## src/rtl/mem_pkg.sv

```systemverilog
// Shared encodings and helpers for the memory access sequencer (mem_access_ctrl).
package mem_pkg;

    localparam logic [1:0] DT_BYTE = 2'b00;
    localparam logic [1:0] DT_HALF = 2'b01;
    localparam logic [1:0] DT_WORD = 2'b10;

    typedef enum logic [1:0] {
        ST_IDLE   = 2'd0,
        ST_ACCESS = 2'd1,
        ST_DONE   = 2'd2
    } state_t;

    function automatic logic [2:0] bytes_for_dt(input logic [1:0] dt);
        case (dt)
            DT_BYTE: return 3'd1;
            DT_HALF: return 3'd2;
            default: return 3'd4;
        endcase
    endfunction

    // Big-endian lane select: index 0 is the most significant byte of the n-byte value.
    function automatic logic [7:0] be_byte(input logic [31:0] data,
                                           input logic [2:0]  n,
                                           input logic [1:0]  idx);
        logic [1:0] pos;
        pos = 2'(n - 3'd1) - idx;
        return 8'(data >> {pos, 3'b000});
    endfunction

    function automatic logic is_misaligned(input logic [1:0] dt, input logic [1:0] lowAddr);
        case (dt)
            DT_BYTE: return 1'b0;
            DT_HALF: return lowAddr[0];
            default: return lowAddr != 2'b00;
        endcase
    endfunction

endpackage

```

## src/rtl/mem_byte_slot_ctr.sv

```systemverilog
// Tracks the wait cycle within a byte slot and the byte index of the current transfer.
module mem_byte_slot_ctr
    import mem_pkg::*;
#(
    parameter int RAM_WAIT = 1
) (
    input  logic       i_clk,
    input  logic       i_clr,
    input  logic       i_start,
    input  logic       i_run,
    input  logic [2:0] i_numBytes,
    output logic [1:0] o_byteIdx,
    output logic       o_lastCycle,
    output logic       o_lastByte
);

    logic [2:0] r_wait;
    logic [1:0] r_idx;

    always_ff @(posedge i_clk) begin
        if (i_clr || i_start) begin
            r_wait <= '0;
            r_idx  <= '0;
        end else if (i_run) begin
            if (o_lastCycle) begin
                r_wait <= '0;
                r_idx  <= r_idx + 2'd1;
            end else begin
                r_wait <= r_wait + 3'd1;
            end
        end
    end

    assign o_byteIdx   = r_idx;
    assign o_lastCycle = (r_wait == 3'(RAM_WAIT));
    assign o_lastByte  = (r_idx == 2'(i_numBytes - 3'd1));

endmodule

```

## src/rtl/mem_access_ctrl.sv

```systemverilog
// Splits byte/halfword/word MAR/MDR requests into big-endian single-byte RAM cycles.
// Define MISALIGN_CHECK_EN to fault misaligned halfword/word requests without any RAM access.
module mem_access_ctrl
    import mem_pkg::*;
#(
    parameter int ADDR_W   = 8,
    parameter int RAM_WAIT = 1
) (
    input  logic              i_clk,
    input  logic              i_clr,
    input  logic              i_mov,
    input  logic              i_r_w,
    input  logic [1:0]        i_dt,
    input  logic [ADDR_W-1:0] i_addr,
    input  logic [31:0]       i_wdata,
    output logic [31:0]       o_rdata,
    output logic              o_moc,
    output logic              o_fault,
    output logic              o_ram_en,
    output logic              o_ram_rw,
    output logic [ADDR_W-1:0] o_ram_addr,
    output logic [7:0]        o_ram_wdata,
    input  logic [7:0]        i_ram_rdata
);

    state_t            r_state;
    logic              r_rw;
    logic [2:0]        r_nBytes;
    logic [ADDR_W-1:0] r_addr;
    logic [31:0]       r_wdata;
    logic [23:0]       r_asm;
    logic              r_launch;
    logic [31:0]       r_rdata;
    logic              r_moc;
    logic              r_ramEn;
    logic              r_ramRw;
    logic [ADDR_W-1:0] r_ramAddr;
    logic [7:0]        r_ramWdata;
`ifdef MISALIGN_CHECK_EN
    logic              r_misalign;
    logic              r_fault;
`endif

    logic [1:0] w_byteIdx;
    logic       w_lastCycle;
    logic       w_lastByte;
    logic       w_start;
    logic       w_run;

    assign w_start = (r_state == ST_ACCESS) && r_launch;
    assign w_run   = (r_state == ST_ACCESS) && !r_launch;

    mem_byte_slot_ctr #(.RAM_WAIT(RAM_WAIT)) u_slotCtr (
        .i_clk      (i_clk),
        .i_clr      (i_clr),
        .i_start    (w_start),
        .i_run      (w_run),
        .i_numBytes (r_nBytes),
        .o_byteIdx  (w_byteIdx),
        .o_lastCycle(w_lastCycle),
        .o_lastByte (w_lastByte)
    );

    // The first ACCESS cycle only launches byte 0, which gives the fixed k+1 setup latency.
    always_ff @(posedge i_clk) begin
        if (i_clr) begin
            r_state    <= ST_IDLE;
            r_rw       <= 1'b0;
            r_nBytes   <= 3'd1;
            r_addr     <= '0;
            r_wdata    <= '0;
            r_asm      <= '0;
            r_launch   <= 1'b0;
            r_rdata    <= '0;
            r_moc      <= 1'b0;
            r_ramEn    <= 1'b0;
            r_ramRw    <= 1'b0;
            r_ramAddr  <= '0;
            r_ramWdata <= '0;
`ifdef MISALIGN_CHECK_EN
            r_misalign <= 1'b0;
            r_fault    <= 1'b0;
`endif
        end else begin
            case (r_state)
                ST_IDLE: begin
                    if (i_mov) begin
                        r_rw     <= i_r_w;
                        r_nBytes <= bytes_for_dt(i_dt);
                        r_addr   <= i_addr;
                        r_wdata  <= i_wdata;
                        r_asm    <= '0;
                        r_launch <= 1'b1;
`ifdef MISALIGN_CHECK_EN
                        r_misalign <= is_misaligned(i_dt, i_addr[1:0]);
`endif
                        r_state  <= ST_ACCESS;
                    end
                end
                ST_ACCESS: begin
                    if (r_launch) begin
                        r_launch <= 1'b0;
`ifdef MISALIGN_CHECK_EN
                        if (r_misalign) begin
                            r_state <= ST_DONE;
                            r_moc   <= 1'b1;
                            r_fault <= 1'b1;
                        end else begin
`else
                        begin
`endif
                            r_ramEn    <= 1'b1;
                            r_ramRw    <= r_rw;
                            r_ramAddr  <= r_addr;
                            r_ramWdata <= be_byte(r_wdata, r_nBytes, 2'd0);
                        end
                    end else if (w_lastCycle) begin
                        r_asm <= {r_asm[15:0], i_ram_rdata};
                        if (w_lastByte) begin
                            r_ramEn <= 1'b0;
                            r_state <= ST_DONE;
                            r_moc   <= 1'b1;
                            if (r_rw) begin
                                r_rdata <= {r_asm, i_ram_rdata};
                            end
                        end else begin
                            r_ramAddr  <= r_addr + ADDR_W'(w_byteIdx) + ADDR_W'(1);
                            r_ramWdata <= be_byte(r_wdata, r_nBytes, w_byteIdx + 2'd1);
                        end
                    end
                end
                ST_DONE: begin
                    if (!i_mov) begin
                        r_state <= ST_IDLE;
                        r_moc   <= 1'b0;
`ifdef MISALIGN_CHECK_EN
                        r_fault <= 1'b0;
`endif
                    end
                end
                default: r_state <= ST_IDLE;
            endcase
        end
    end

    assign o_rdata     = r_rdata;
    assign o_moc       = r_moc;
    assign o_ram_en    = r_ramEn;
    assign o_ram_rw    = r_ramRw;
    assign o_ram_addr  = r_ramAddr;
    assign o_ram_wdata = r_ramWdata;
`ifdef MISALIGN_CHECK_EN
    assign o_fault     = r_fault;
`else
    assign o_fault     = 1'b0;
`endif

endmodule

```

## config.mk

```make
export PLATFORM = sky130hd
export DESIGN_NAME = mem_access_ctrl
export DESIGN_NICKNAME = d
export VERILOG_FILES = /design/src/rtl/mem_pkg.sv /design/src/rtl/mem_byte_slot_ctr.sv /design/src/rtl/mem_access_ctrl.sv
export SDC_FILE = /design/constraint.sdc
export NUM_CORES = 1
export LEC_CHECK = 0
export BUFFER_PORTS_ARGS = -buffer_cell sky130_fd_sc_hd__buf_2
export CAP_MARGIN = 20
export CORE_MARGIN = 5
export CORE_UTILIZATION = 55
export CTS_CLUSTER_DIAMETER = 200
export DETAILED_ROUTE_END_ITERATION = 10
export PLACE_DENSITY = 0.8
export SLEW_MARGIN = 20
export SYNTH_ARGS = -nofsm -noshare
export SYNTH_HDL_FRONTEND = slang
export SYNTH_HIERARCHICAL = 1
export SYNTH_SLANG_ARGS = --single-unit
```

## constraint.sdc

```tcl
create_clock -name i_clk -period 4.1 [get_ports i_clk]
set_input_delay 0.205 -clock i_clk [delete_from_list [all_inputs] [get_ports i_clk]]
set_output_delay 0.205 -clock i_clk [all_outputs]
set_load 0.02 [all_outputs]
```

==> impl_table.tex <==
\begin{tabular}{lr}
\hline
Metric & Value \\
\hline
\multicolumn{2}{l}{\textbf{Timing}} \\
\quad Setup repair after global routing missed its margin & false \\
\quad Worst slack on hold paths & 42.1 ps \\
\quad Slew at the pin closest to its max-slew limit & 893 ps \\
\quad Final critical delay including setup and external delays & 2430 ps \\
\quad Largest clock skew in the final design & 15.4 ps \\
\quad Highest clock frequency the design can meet & 411 MHz \\
\quad Setup-violating endpoint count in the final report & 0 \\
\quad Ratio of final minimum period to clock period & 59.3\% \\
\quad Final sum of negative setup slack & 0 ps \\
\quad Number of hold-slack violations in the final timing report & 0 \\
\quad Max transition margin & 40.5\% \\
\quad Max-slew violation count & 0 \\
\multicolumn{2}{l}{\textbf{Power and ir drop}} \\
\quad Sequential share of power & 41.1\% \\
\quad Clock Power Share & 49.4\% \\
\quad Int Power & 2390 uW \\
\quad Pwr/cell area & 472 nW/um\^{}2 \\
\quad Peak supply drop & 0.000341 V \\
\quad Reported leakage power & 0.00270 uW \\
\quad Switching power & 780 uW \\
\quad Overall power after layout & 3170 uW \\
\quad Comb power frac & 9.5\% \\
\quad Share of total power consumed by net switching & 24.6\% \\
\multicolumn{2}{l}{\textbf{Clock tree}} \\
\quad Maximum root-to-sink buffer count & 2 \\
\quad Worst-Skew Late Latency & 510 ps \\
\quad Clock-pin slew on the worst setup and hold paths & 60 ps \\
\quad Clk root buf & sky130\_fd\_sc\_hd\_\_clkbuf\_8 \\
\quad CTS tree & yes \\
\quad CTS H-Tree Depth & 4 \\
\quad Number of clock sinks & 126 \\
\quad Number of cells upsized or downsized after cts & 0 \\
\quad Clock buffer count from CTS & 17 \\
\multicolumn{2}{l}{\textbf{Final layout}} \\
\quad Most frequent standard cell in the layout excluding fill and tap cells & sky130\_fd\_sc\_hd\_\_nand2\_1 \\
\quad Number of antenna cells inserted & 0 \\
\quad Layout cells sized above 1 & 21.0\% \\
\quad Area growth from synthesis to final layout & 31.8\% \\
\quad Number of nets in the layout & 798 \\
\quad Commonest cells after routing, fill and taps aside & sky130\_fd\_sc\_hd\_\_nand2\_1 (157), sky130\_fd\_sc\_hd\_\_dfxtp\_1 (126), sky130\_fd\_sc\_hd\_\_buf\_2 (103), sky130\_fd\_sc\_hd\_\_a21oi\_1 (82), sky130\_fd\_sc\_hd\_\_dlygate4sd3\_1 (52) \\
\multicolumn{2}{l}{\textbf{Die}} \\
\quad Die outline width & 106 um \\
\quad Die area & 11,300 um\^{}2 \\
\quad Number of placement rows & 35 \\
\quad Initial core utilization & 55.7\% \\
\quad Area of the core & 9150 um\^{}2 \\
\quad Vertical die dimension & 106 um \\
\quad Boundary Pins & 106 \\
\multicolumn{2}{l}{\textbf{Critical path}} \\
\quad Worst setup path start & r\_state[0]\$\_SDFFE\_PP0P\_ \\
\quad Startpoint of the worst-slack reg-to-reg timing path & r\_state[0]\$\_SDFFE\_PP0P\_ \\
\quad Critical path start-end classification & reg -> reg \\
\quad Number of cell instances on the worst register-to-register path & 4 \\
\quad Register-to-Register Setup Slack & 1670 ps \\
\quad Worst reg2reg endpoint & o\_ram\_wdata[4]\$\_SDFFE\_PP0P\_ \\
\quad Crit path max fanout & 22 \\
\quad CP endpoint kind & flop \\
\quad Data required time at the worst endpoint & 4490 ps \\
\quad Critical path startpoint category & flop \\
\quad End point of the critical path & o\_ram\_wdata[4]\$\_SDFFE\_PP0P\_ \\
\quad Arrival time of data at the critical path endpoint & 2820 ps \\
\multicolumn{2}{l}{\textbf{Synthesis}} \\
\quad Mapped Nets & 664 \\
\quad Number of warnings printed during yosys synthesis & 6 \\
\quad Number of cells produced by synthesis & 606 \\
\quad Cell area after synthesis & 5100 um\^{}2 \\
\quad Avg Inst Size Synth & 8.41 um\^{}2 \\
\multicolumn{2}{l}{\textbf{GRT}} \\
\quad Met2 demand-to-capacity share in global routing & 42.0\% \\
\quad Wire length of the first global-routing pass & 22,400 um \\
\quad Met3 track demand over resource & 5.77\% \\
\quad Most congested layer reported by global routing & met2 \\
\quad Met1 Resource Use GR & 30.5\% \\
\quad Initial antenna violation count & 0 \\
\quad Maximum number of pins on one net before global-route repair & 79 \\
\quad Global router's overall resource usage & 24.6\% \\
\quad Overflow left after global routing & 0 \\
\quad Number of global-route vias before repair & 4,729 \\
\multicolumn{2}{l}{\textbf{Place}} \\
\quad HPWL reported at the end of detailed placement & 8240 um \\
\quad RD Place Congestion & 0.840 \\
\quad Number of port buffers & 104 \\
\multicolumn{2}{l}{\textbf{Routing}} \\
\quad Residual antenna-violating net count after detailed routing & 0 \\
\quad Routed len/inst & 15.8 um \\
\quad DRC violations left & 0 \\
\quad Routed via count & 4,814 \\
\quad Vias per inst & 5.57 \\
\quad Drt initial violations & 368 \\
\quad Detailed-routing iteration count for the pre-antenna-repair pass & 5 \\
\quad Total wire length & 13,600 um \\
\multicolumn{2}{l}{\textbf{Hold path}} \\
\quad Worst min path class & in -> reg \\
\multicolumn{2}{l}{\textbf{Job}} \\
\quad Maximum capacitance violations & 0 \\
\multicolumn{2}{l}{\textbf{Run status}} \\
\quad Result of the run & complete, no violations \\
\hline
\end{tabular}
## worst min path at each step
stage                                               end                     start  cells past startpoint
finish                          r_state[1]$_SDFFE_PP0P_                     i_mov                      3
global route                    r_state[1]$_SDFFE_PP0P_                     i_mov                      3
CTS                             r_state[1]$_SDFFE_PP0P_                     i_mov                      3
detailed placement             o_rdata[27]$_SDFFE_PP0P_  o_rdata[27]$_SDFFE_PP0P_                      2
global placement                o_rdata[3]$_SDFFE_PP0P_   o_rdata[3]$_SDFFE_PP0P_                      2
floorplan           u_slotCtr/o_byteIdx[0]$_SDFFE_PP0P_                     i_clr                      1
## layout make-up
| class | count | area, um^2 |
|---|---|---|
| clock buffer | 17 | 414 |
| clock inverter | 15 | 209 |
| fill | 643 | 2430 |
| inverter | 10 | 37.5 |
| multi-input combinational | 425 | 2320 |
| sequential | 126 | 2520 |
| tap | 111 | 139 |
| timing repair buffer | 160 | 1070 |
## critical path, stage by stage, from the launching register on
cell and delay (ps):
sky130_fd_sc_hd__dfxtp_1 530, sky130_fd_sc_hd__nor2b_1 580, sky130_fd_sc_hd__o21a_1 780, sky130_fd_sc_hd__nor3b_1 120, sky130_fd_sc_hd__a311o_1 290
## state kept, by name (all words and copies together) (netlist names), 2 cells and up
name and count:
r_state 2, r_wdata 32, u_slotCtr/r_wait 3, r_addr 8, u_slotCtr/o_byteIdx 2, o_ram_addr 8
r_asm 24, o_ram_wdata 8, o_rdata 32, r_nBytes 2
## through the flow
step           std cells  area (um^2)  setup WS [ps]  utilization, %
2_1_floorplan        606         5100           2240               -
3_3_place_gp         780         5570           1600            60.9
3_5_place_dp         780         5570           1420            60.9
4_1_cts              864         6710           1390            73.4
5_1_grt              864         6720           1490            73.4
6_report             864         6720           1670            73.4
## routing by layer
metal / share of wire [%] / routed length, um
met3: 5.6 / 761
met1: 44 / 6030
met5: 0 / 0
met4: 1.5 / 204
met2: 49 / 6640
## power groups by stage
| stage | clock network, uW | registers (uW) | logic (uW) |
|---|---|---|---|
| after floorplan | 0 | 1320 | 189 |
| final | 1570 | 1300 | 302 |
| after CTS | 1570 | 1300 | 295 |
| after detailed placement | 0 | 1330 | 254 |
| after global routing | 1630 | 1310 | 333 |
| after global placement | 0 | 1320 | 247 |
## timing repair
action / CTS / global route
hold endpoints to repair: 58 / 0
buffers inserted: 0 / 0
hold buffers: 52 / 0
No activity file was read; power rests on OpenSTA's default activity.
